<file path="src/rtl/rcv_packet_deserializer.sv">
// Receive-side packet deserializer: turns decoded serial bits into PID, token, data and CRC fields.
// Define RCV_SYNC_CHECK_EN to compare the received sync byte against 8'h80.
module rcv_packet_deserializer #(
  parameter int MAX_BYTES = 64
) (
  input  logic                           clk,
  input  logic                           rst,
  input  logic                           shift_strobe,
  input  logic                           d_orig,
  input  logic                           eop,
  output logic [7:0]                     rcv_pid,
  output logic [10:0]                    rcv_token,
  output logic [4:0]                     rcv_crc5,
  output logic [15:0]                    rcv_crc16,
  output logic [7:0]                     data_byte,
  output logic                           data_byte_valid,
  output logic [$clog2(MAX_BYTES+1)-1:0] byte_count,
  output logic                           pkt_done,
  output logic                           pkt_err,
  output logic                           busy
);

  localparam int CNT_W = $clog2(MAX_BYTES + 1);
  localparam logic [CNT_W-1:0] BC_MAX = CNT_W'(MAX_BYTES);
  localparam logic [CNT_W-1:0] BC_ONE = CNT_W'(1);

  typedef enum logic [2:0] {IDLE, SYNC, PID, TOKEN, DATA, HSHK, ERR} state_t;

  state_t           state_q, state_d;
  logic [4:0]       cnt_q, cnt_d;
  logic [1:0]       seen_q, seen_d;
  logic [23:0]      win_q, win_d;
  logic [7:0]       pid_q, pid_d;
  logic [10:0]      tok_q, tok_d;
  logic [4:0]       crc5_q, crc5_d;
  logic [15:0]      crc16_q, crc16_d;
  logic [7:0]       byte_q, byte_d;
  logic             vld_q, vld_d;
  logic [CNT_W-1:0] bc_q, bc_d;
  logic             done_q, done_d;
  logic             err_q, err_d;

  logic [7:0]  pid_next;
  logic [23:0] win_next;
  logic        sync_ok;
  logic        win_lsb_unused;

  assign pid_next       = {d_orig, pid_q[7:1]};
  assign win_next       = {d_orig, win_q[23:1]};
  assign win_lsb_unused = win_q[0];

`ifdef RCV_SYNC_CHECK_EN
  logic [7:0] sync_q;
  logic [7:0] sync_next;
  logic       sync_lsb_unused;

  assign sync_next       = {d_orig, sync_q[7:1]};
  assign sync_ok         = (sync_next == 8'h80);
  assign sync_lsb_unused = sync_q[0];

  always_ff @(posedge clk or posedge rst) begin
    if (rst) begin
      sync_q <= 8'h00;
    end else if (shift_strobe && !eop && (state_q == IDLE || state_q == SYNC)) begin
      sync_q <= sync_next;
    end
  end
`else
  assign sync_ok = 1'b1;
`endif

  always_comb begin
    state_d = state_q;
    cnt_d   = cnt_q;
    seen_d  = seen_q;
    win_d   = win_q;
    pid_d   = pid_q;
    tok_d   = tok_q;
    crc5_d  = crc5_q;
    crc16_d = crc16_q;
    byte_d  = byte_q;
    vld_d   = 1'b0;
    bc_d    = bc_q;
    done_d  = 1'b0;
    err_d   = 1'b0;
    // eop always takes priority over a coincident strobe; the bit is dropped.
    unique case (state_q)
      IDLE: begin
        if (!eop && shift_strobe) begin
          state_d = SYNC;
          cnt_d   = 5'd1;
          bc_d    = '0;
        end
      end
      SYNC: begin
        if (eop) begin
          err_d   = 1'b1;
          state_d = IDLE;
        end else if (shift_strobe) begin
          if (cnt_q == 5'd7) begin
            cnt_d = 5'd0;
            if (sync_ok) begin
              state_d = PID;
            end else begin
              err_d   = 1'b1;
              state_d = ERR;
            end
          end else begin
            cnt_d = cnt_q + 5'd1;
          end
        end
      end
      PID: begin
        if (eop) begin
          err_d   = 1'b1;
          state_d = IDLE;
        end else if (shift_strobe) begin
          pid_d = pid_next;
          cnt_d = cnt_q + 5'd1;
          if (cnt_q == 5'd7) begin
            cnt_d  = 5'd0;
            seen_d = 2'd0;
            if ((pid_next[3:0] != ~pid_next[7:4]) || (pid_next[1:0] == 2'b00)) begin
              err_d   = 1'b1;
              state_d = ERR;
            end else begin
              unique case (pid_next[1:0])
                2'b01:   state_d = TOKEN;
                2'b11:   state_d = DATA;
                default: state_d = HSHK;
              endcase
            end
          end
        end
      end
      TOKEN: begin
        if (eop) begin
          done_d  = (cnt_q == 5'd16);
          err_d   = (cnt_q != 5'd16);
          state_d = IDLE;
        end else if (shift_strobe) begin
          if (cnt_q == 5'd16) begin
            err_d   = 1'b1;
            state_d = ERR;
          end else begin
            cnt_d = cnt_q + 5'd1;
            if (cnt_q < 5'd11) begin
              tok_d = {d_orig, tok_q[10:1]};
            end else begin
              crc5_d = {d_orig, crc5_q[4:1]};
            end
          end
        end
      end
      DATA: begin
        if (eop) begin
          state_d = IDLE;
          if ((cnt_q[2:0] == 3'd0) && (seen_q >= 2'd2)) begin
            crc16_d = win_q[23:8];
            done_d  = 1'b1;
          end else begin
            err_d = 1'b1;
          end
        end else if (shift_strobe) begin
          win_d = win_next;
          cnt_d = cnt_q + 5'd1;
          if (cnt_q[2:0] == 3'd7) begin
            if (seen_q != 2'd3) begin
              seen_d = seen_q + 2'd1;
            end
            // Only bytes older than the trailing 16 bits are payload; the rest may be CRC16.
            if (seen_q >= 2'd2) begin
              if (bc_q == BC_MAX) begin
                err_d   = 1'b1;
                state_d = ERR;
              end else begin
                byte_d = win_next[7:0];
                vld_d  = 1'b1;
                bc_d   = bc_q + BC_ONE;
              end
            end
          end
        end
      end
      HSHK: begin
        if (eop) begin
          done_d  = 1'b1;
          state_d = IDLE;
        end else if (shift_strobe) begin
          err_d   = 1'b1;
          state_d = ERR;
        end
      end
      ERR: begin
        if (eop) begin
          state_d = IDLE;
        end
      end
      default: state_d = IDLE;
    endcase
  end

  always_ff @(posedge clk or posedge rst) begin
    if (rst) begin
      state_q <= IDLE;
      cnt_q   <= 5'd0;
      seen_q  <= 2'd0;
      win_q   <= 24'h0;
      pid_q   <= 8'h00;
      tok_q   <= 11'h0;
      crc5_q  <= 5'h0;
      crc16_q <= 16'h0;
      byte_q  <= 8'h00;
      vld_q   <= 1'b0;
      bc_q    <= '0;
      done_q  <= 1'b0;
      err_q   <= 1'b0;
    end else begin
      state_q <= state_d;
      cnt_q   <= cnt_d;
      seen_q  <= seen_d;
      win_q   <= win_d;
      pid_q   <= pid_d;
      tok_q   <= tok_d;
      crc5_q  <= crc5_d;
      crc16_q <= crc16_d;
      byte_q  <= byte_d;
      vld_q   <= vld_d;
      bc_q    <= bc_d;
      done_q  <= done_d;
      err_q   <= err_d;
    end
  end

  assign rcv_pid         = pid_q;
  assign rcv_token       = tok_q;
  assign rcv_crc5        = crc5_q;
  assign rcv_crc16       = crc16_q;
  assign data_byte       = byte_q;
  assign data_byte_valid = vld_q;
  assign byte_count      = bc_q;
  assign pkt_done        = done_q;
  assign pkt_err         = err_q;
  assign busy            = (state_q != IDLE);

endmodule

</file>
<file path="config.mk">
export PLATFORM = sky130hd
export DESIGN_NAME = rcv_packet_deserializer
export DESIGN_NICKNAME = d
export VERILOG_FILES = /design/src/rtl/rcv_packet_deserializer.sv
export SDC_FILE = /design/constraint.sdc
export NUM_CORES = 1
export LEC_CHECK = 0
export BUFFER_PORTS_ARGS = -buffer_cell sky130_fd_sc_hd__buf_2
export CAP_MARGIN = 20
export CORE_MARGIN = 1
export CORE_UTILIZATION = 40
export CTS_CLUSTER_DIAMETER = 200
export CTS_CLUSTER_SIZE = 20
export DETAILED_ROUTE_END_ITERATION = 12
export GPL_TIMING_DRIVEN = 0
export SETUP_SLACK_MARGIN = 0.5
export SLEW_MARGIN = 20
export SYNTH_ARGS = -nofsm -noshare
export SYNTH_HDL_FRONTEND = slang
export SYNTH_SLANG_ARGS = --single-unit
export TNS_END_PERCENT = 10
</file>
<file path="constraint.sdc">
create_clock -name clk -period 3.09 [get_ports clk]
set_input_delay 0.1545 -clock clk [delete_from_list [all_inputs] [get_ports clk]]
set_output_delay 0.1545 -clock clk [all_outputs]
set_load 0.02 [all_outputs]
</file>
==> summary.md <==
| Metric | Value |
|---|---|
| Maximum vdd drop | 0.310 mV |
| Final Critical Period | 2190 ps |
| Antenna viol nets, final | 0 |
| Number of nets in the layout | between 400 and 500 |
| Slowest Stage Delay on Critical Path | 520 ps |
| Number of global-route vias before repair | 2982 |
| Unique cell type count in the Yosys netlist | 58 |
| Initial Util | 40.9% |
| Cell types occupying the most area after synthesis | sky130_fd_sc_hd__dfrtp_1 (54%), sky130_fd_sc_hd__mux2_2 (12%), sky130_fd_sc_hd__nand2_1 (7.4%) |
| Setup violation total in the final timing report | 0 |
| H-tree Lvls | 3 |
| Vertical die dimension | between 100 and 150 um |
| Wire length per cell after detailed routing | around 15 um |
| Placed Instances | between 500 and 600 |
| Number of placed I/O pins | 64 |
| Critical-path top delay cell | sky130_fd_sc_hd__dfrtp_1 |
| Vias after detailed routing | 3063 |
| Worst-skew pair later-pin latency | around 360 ps |
| CTS Buf Count | 9 |
| Remaining global-route overflow | 0 |
| Main combinational cell family by area after synthesis | simple AND/OR/NAND/NOR gates |
| Post-CTS Hold Fix Bufs | 1 |
| Layout-stage area growth over the synthesis result | 16.9% |
| Number of buffers added for setup after CTS | 0 |
| Total track usage | around 17% |
| Number of DRC violations after detailed routing | 0 |
| List of cells traversed by the critical path | ha_1 > nor2_1 > nor3b_2 > nand4_2 > buf_2 > mux2_2 |
| Yosys top cell area share | a little over half |
| Worst Skew | ~8.5 ps |
| Initial antenna violation count | 0 |
| Clock transition at the registers of the reported paths | 90 ps |
| Area of all placed cells without fillers | slightly below 0.005 mm2 |
| Layout Utilization | a little under half |
| Achievable clock frequency | 456 MHz |
| Path category of the worst min-delay check | in -> reg |
| Synthesized flop and latch total | 91 |
| Pwr Total | approximately 3.1 mW |
| Signal arrival time at the worst endpoint | roughly 2400 ps |
| Outcome | completed |
| Detail Placement HPWL | ~6000 um |
| Maximum number of buffers from clock root to sink | 2 |
| Antenna Cells | 0 |
| Filler-free cell count of the finished design | slightly below 600 |
| Type of element capturing the critical path | flip-flop |
| Core Area | slightly above 0.01 mm2 |
| Iteration-0 DRC Markers | ~200 |
| RSZ-0062 raised after global routing | false |
| Post-synthesis share of cell area spent on full adders, half adders and majority gates | 2.08% |
| Cell Pwr Density | ~630 mW/mm2 |
| Worst hold slack after final layout | 78.1 ps |
| Top FF cell, synth | sky130_fd_sc_hd__dfrtp_1 |
| Synthesized instance count | approximately 380 |
| Average size of a mapped cell | ~11 um2 |
| Share of cells above drive strength 1 | between 30% and 40% |
| Maximum number of pins on one net before global-route repair | 34 |
| Post-synth design cell area | around 0.0042 mm2 |
| Full die area | 0.0109 mm2 |
| Simple-gate share of the synthesized area | between 10% and 20% |
| Clock Root Buffer | sky130_fd_sc_hd__clkbuf_8 |
| Sinks on Clock Net | between 90 and 100 |
| Proportion of synthesized chip area in sequential cells | between 50% and 60% |
| Synthesized-area fraction occupied by xor and xnor cells | under 10% |
| Vias per cell | around 5.2 |
| Mux contribution to synthesized area | between 10% and 20% |
| Standby leakage power | 2.55 nW |
| Number of I/O port buffers | 63 |
| Number of standard-cell rows in the floorplan | 37 |
| Worst Path Max Fanout | 10 |
| Net count after synthesis | 388 |
| TritonCTS clock tree | built |
| Total iterations of the first detailed-routing run | 4 |
| Library cell with the largest summed area after synthesis | sky130_fd_sc_hd__dfrtp_1 |
| Slew at the pin with the worst max-slew slack | 490 ps |
| Count of final hold-check violations | 0 |
| Count of synthesis-stage warnings from yosys | 0 |
| # Max-Cap Violations | 0 |
| Number of synthesized flops with an enable pin | 0 |
| Filler instances | 980 |
| Final max-slew violation count | 0 |
| Headroom to the max-slew limit | between 60% and 70% |
| GPL Wtd Cong | just over 0.8 |
| Post-cts resize count | 0 |
| Crit start category | flip-flop |
| Instance area after placement | around 0.0047 mm2 |
| Share of the synthesized area in compound gates (AO/OA/AOI/OAI) | 9.57% |
| Path type of the worst setup path | reg -> reg |
| Required arrival time at the worst endpoint | 3340 ps |
| Fraction of registers with async set/reset | 100% |
| Die boundary width | 105 um |
| Post-Route WL | 8690 um |
| First-pass GRT wire length | approximately 15000 um |
| Final cycle utilization of the critical path | a little under three quarters |
-- cells in the mapped netlist (2+ instances only) --
cell,n
sky130_fd_sc_hd__dfrtp_1,91
sky130_fd_sc_hd__nand2_1,83
sky130_fd_sc_hd__mux2_2,46
sky130_fd_sc_hd__o21ai_0,15
sky130_fd_sc_hd__inv_1,13
sky130_fd_sc_hd__nor2_1,12
sky130_fd_sc_hd__a21oi_1,10
sky130_fd_sc_hd__nand3_1,9
sky130_fd_sc_hd__buf_2,8
sky130_fd_sc_hd__ha_1,7
sky130_fd_sc_hd__a211oi_1,5
sky130_fd_sc_hd__clkbuf_1,5
sky130_fd_sc_hd__xnor2_1,5
sky130_fd_sc_hd__a22o_1,4
sky130_fd_sc_hd__nand2b_1,4
sky130_fd_sc_hd__o31ai_1,4
sky130_fd_sc_hd__nand4_1,3
sky130_fd_sc_hd__nor4b_1,3
sky130_fd_sc_hd__a211o_1,2
sky130_fd_sc_hd__a21o_1,2
sky130_fd_sc_hd__a221oi_1,2
sky130_fd_sc_hd__a31oi_1,2
sky130_fd_sc_hd__clkbuf_8,2
sky130_fd_sc_hd__nand3b_1,2
sky130_fd_sc_hd__nor4bb_1,2
sky130_fd_sc_hd__o2111ai_1,2
sky130_fd_sc_hd__xor2_1,2
-- state kept, by name, summed over array words and instances, names as in the netlist --
register	cells
rcv_crc16	16
pkt_done	1
rcv_pid	8
rcv_token	11
data_byte	8
rcv_crc5	5
pkt_err	1
state_q	3
seen_q	2
cnt_q	5
data_byte_valid	1
win_q	23
byte_count	7
-- cell type report --
cell class                 count  area, um2  area share [%]
clock buffer                  10        128            2.59
buffer                        17        105            2.14
inverter                      13       51.3            1.04
timing repair buffer          66        365            7.42
tap                          136        170            3.46
clock inverter                 6       47.5           0.966
sequential                    91       2280            46.3
multi-input combinational    255       1780            36.1
-- worst max-delay path: cells and delay by family (launching register included) --
kind                       cells  cell delay, ps
buffers and inverters          1             300
adders and majority gates      1             310
muxes                          1             280
and+or+nand+nor                3             650
DFF                            1             520
-- layout by cell type (no fill, tap or decap), drive strengths merged, types with 3 or more instances in the layout --
cell type | Yosys | routed
o21ai | 16 | 16
nand2b | 4 | 4
a22o | 4 | 4
nand4 | 4 | 4
a21oi | 10 | 10
a21o | 3 | 3
nor2 | 14 | 14
xnor2 | 5 | 5
nor4b | 4 | 4
mux2 | 47 | 47
o31ai | 4 | 4
buf | 10 | 75
a211oi | 5 | 5
nand2 | 83 | 83
clkbuf | 7 | 17
nand3 | 9 | 9
ha | 7 | 7
dfrtp | 91 | 91
inv | 13 | 16
-- metal layers --
layer | vias up | GRT usage [%] | wire, um
li1 | 1459 | - | -
met1 | 1516 | 22.8 | 4170
met2 | 76 | 26.9 | 4070
met3 | 12 | 3.56 | 344
met4 | 0 | 5.61 | 112
met5 | - | 0 | 0
-- power breakdown --
group	switching, mW	internal (mW)	total (mW)
Clock	0.452	0.302	0.754
Combinational	0.585	0.349	0.934
Sequential	0.123	1.31	1.43
-- metrics by stage --
stage               setup TNS, ps  worst slack, ps
finish                          0              899
global route                    0              709
CTS                             0              887
detailed placement              0              921
global placement           -42300             -468
floorplan                       0              572
-- cells by family (layout without fill, tap and decap cells) --
logic type / after synthesis / count (layout)
XOR/XNOR: 7 / 7
flip-flops: 91 / 91
AND/OR/NAND/NOR: 137 / 137
buffers and inverters: 30 / 112
AO/OA/AOI/OAI: 57 / 57
multiplexers: 47 / 47
adder cells (fa/ha/maj): 7 / 7
-- path summary, 6_finish.rpt --
kind	from	end	slack, ps	cells past startpoint
worst max-delay path	seen_q[1]$_DFFE_PP0P_	rcv_crc16[1]$_DFFE_PP0P_	900	6
min in group asynchronous	rst	rcv_token[7]$_DFFE_PP0P_	330	3
worst min-delay path	d_orig	win_q[23]$_DFFE_PP0P_	80	3
worst min register to register	win_q[1]$_DFFE_PP0P_	win_q[1]$_DFFE_PP0P_	490	2
worst max register to register	seen_q[1]$_DFFE_PP0P_	rcv_crc16[1]$_DFFE_PP0P_	900	6
max in group asynchronous	rst	win_q[11]$_DFFE_PP0P_	2020	5
No activity file was read; power rests on OpenSTA's default activity.
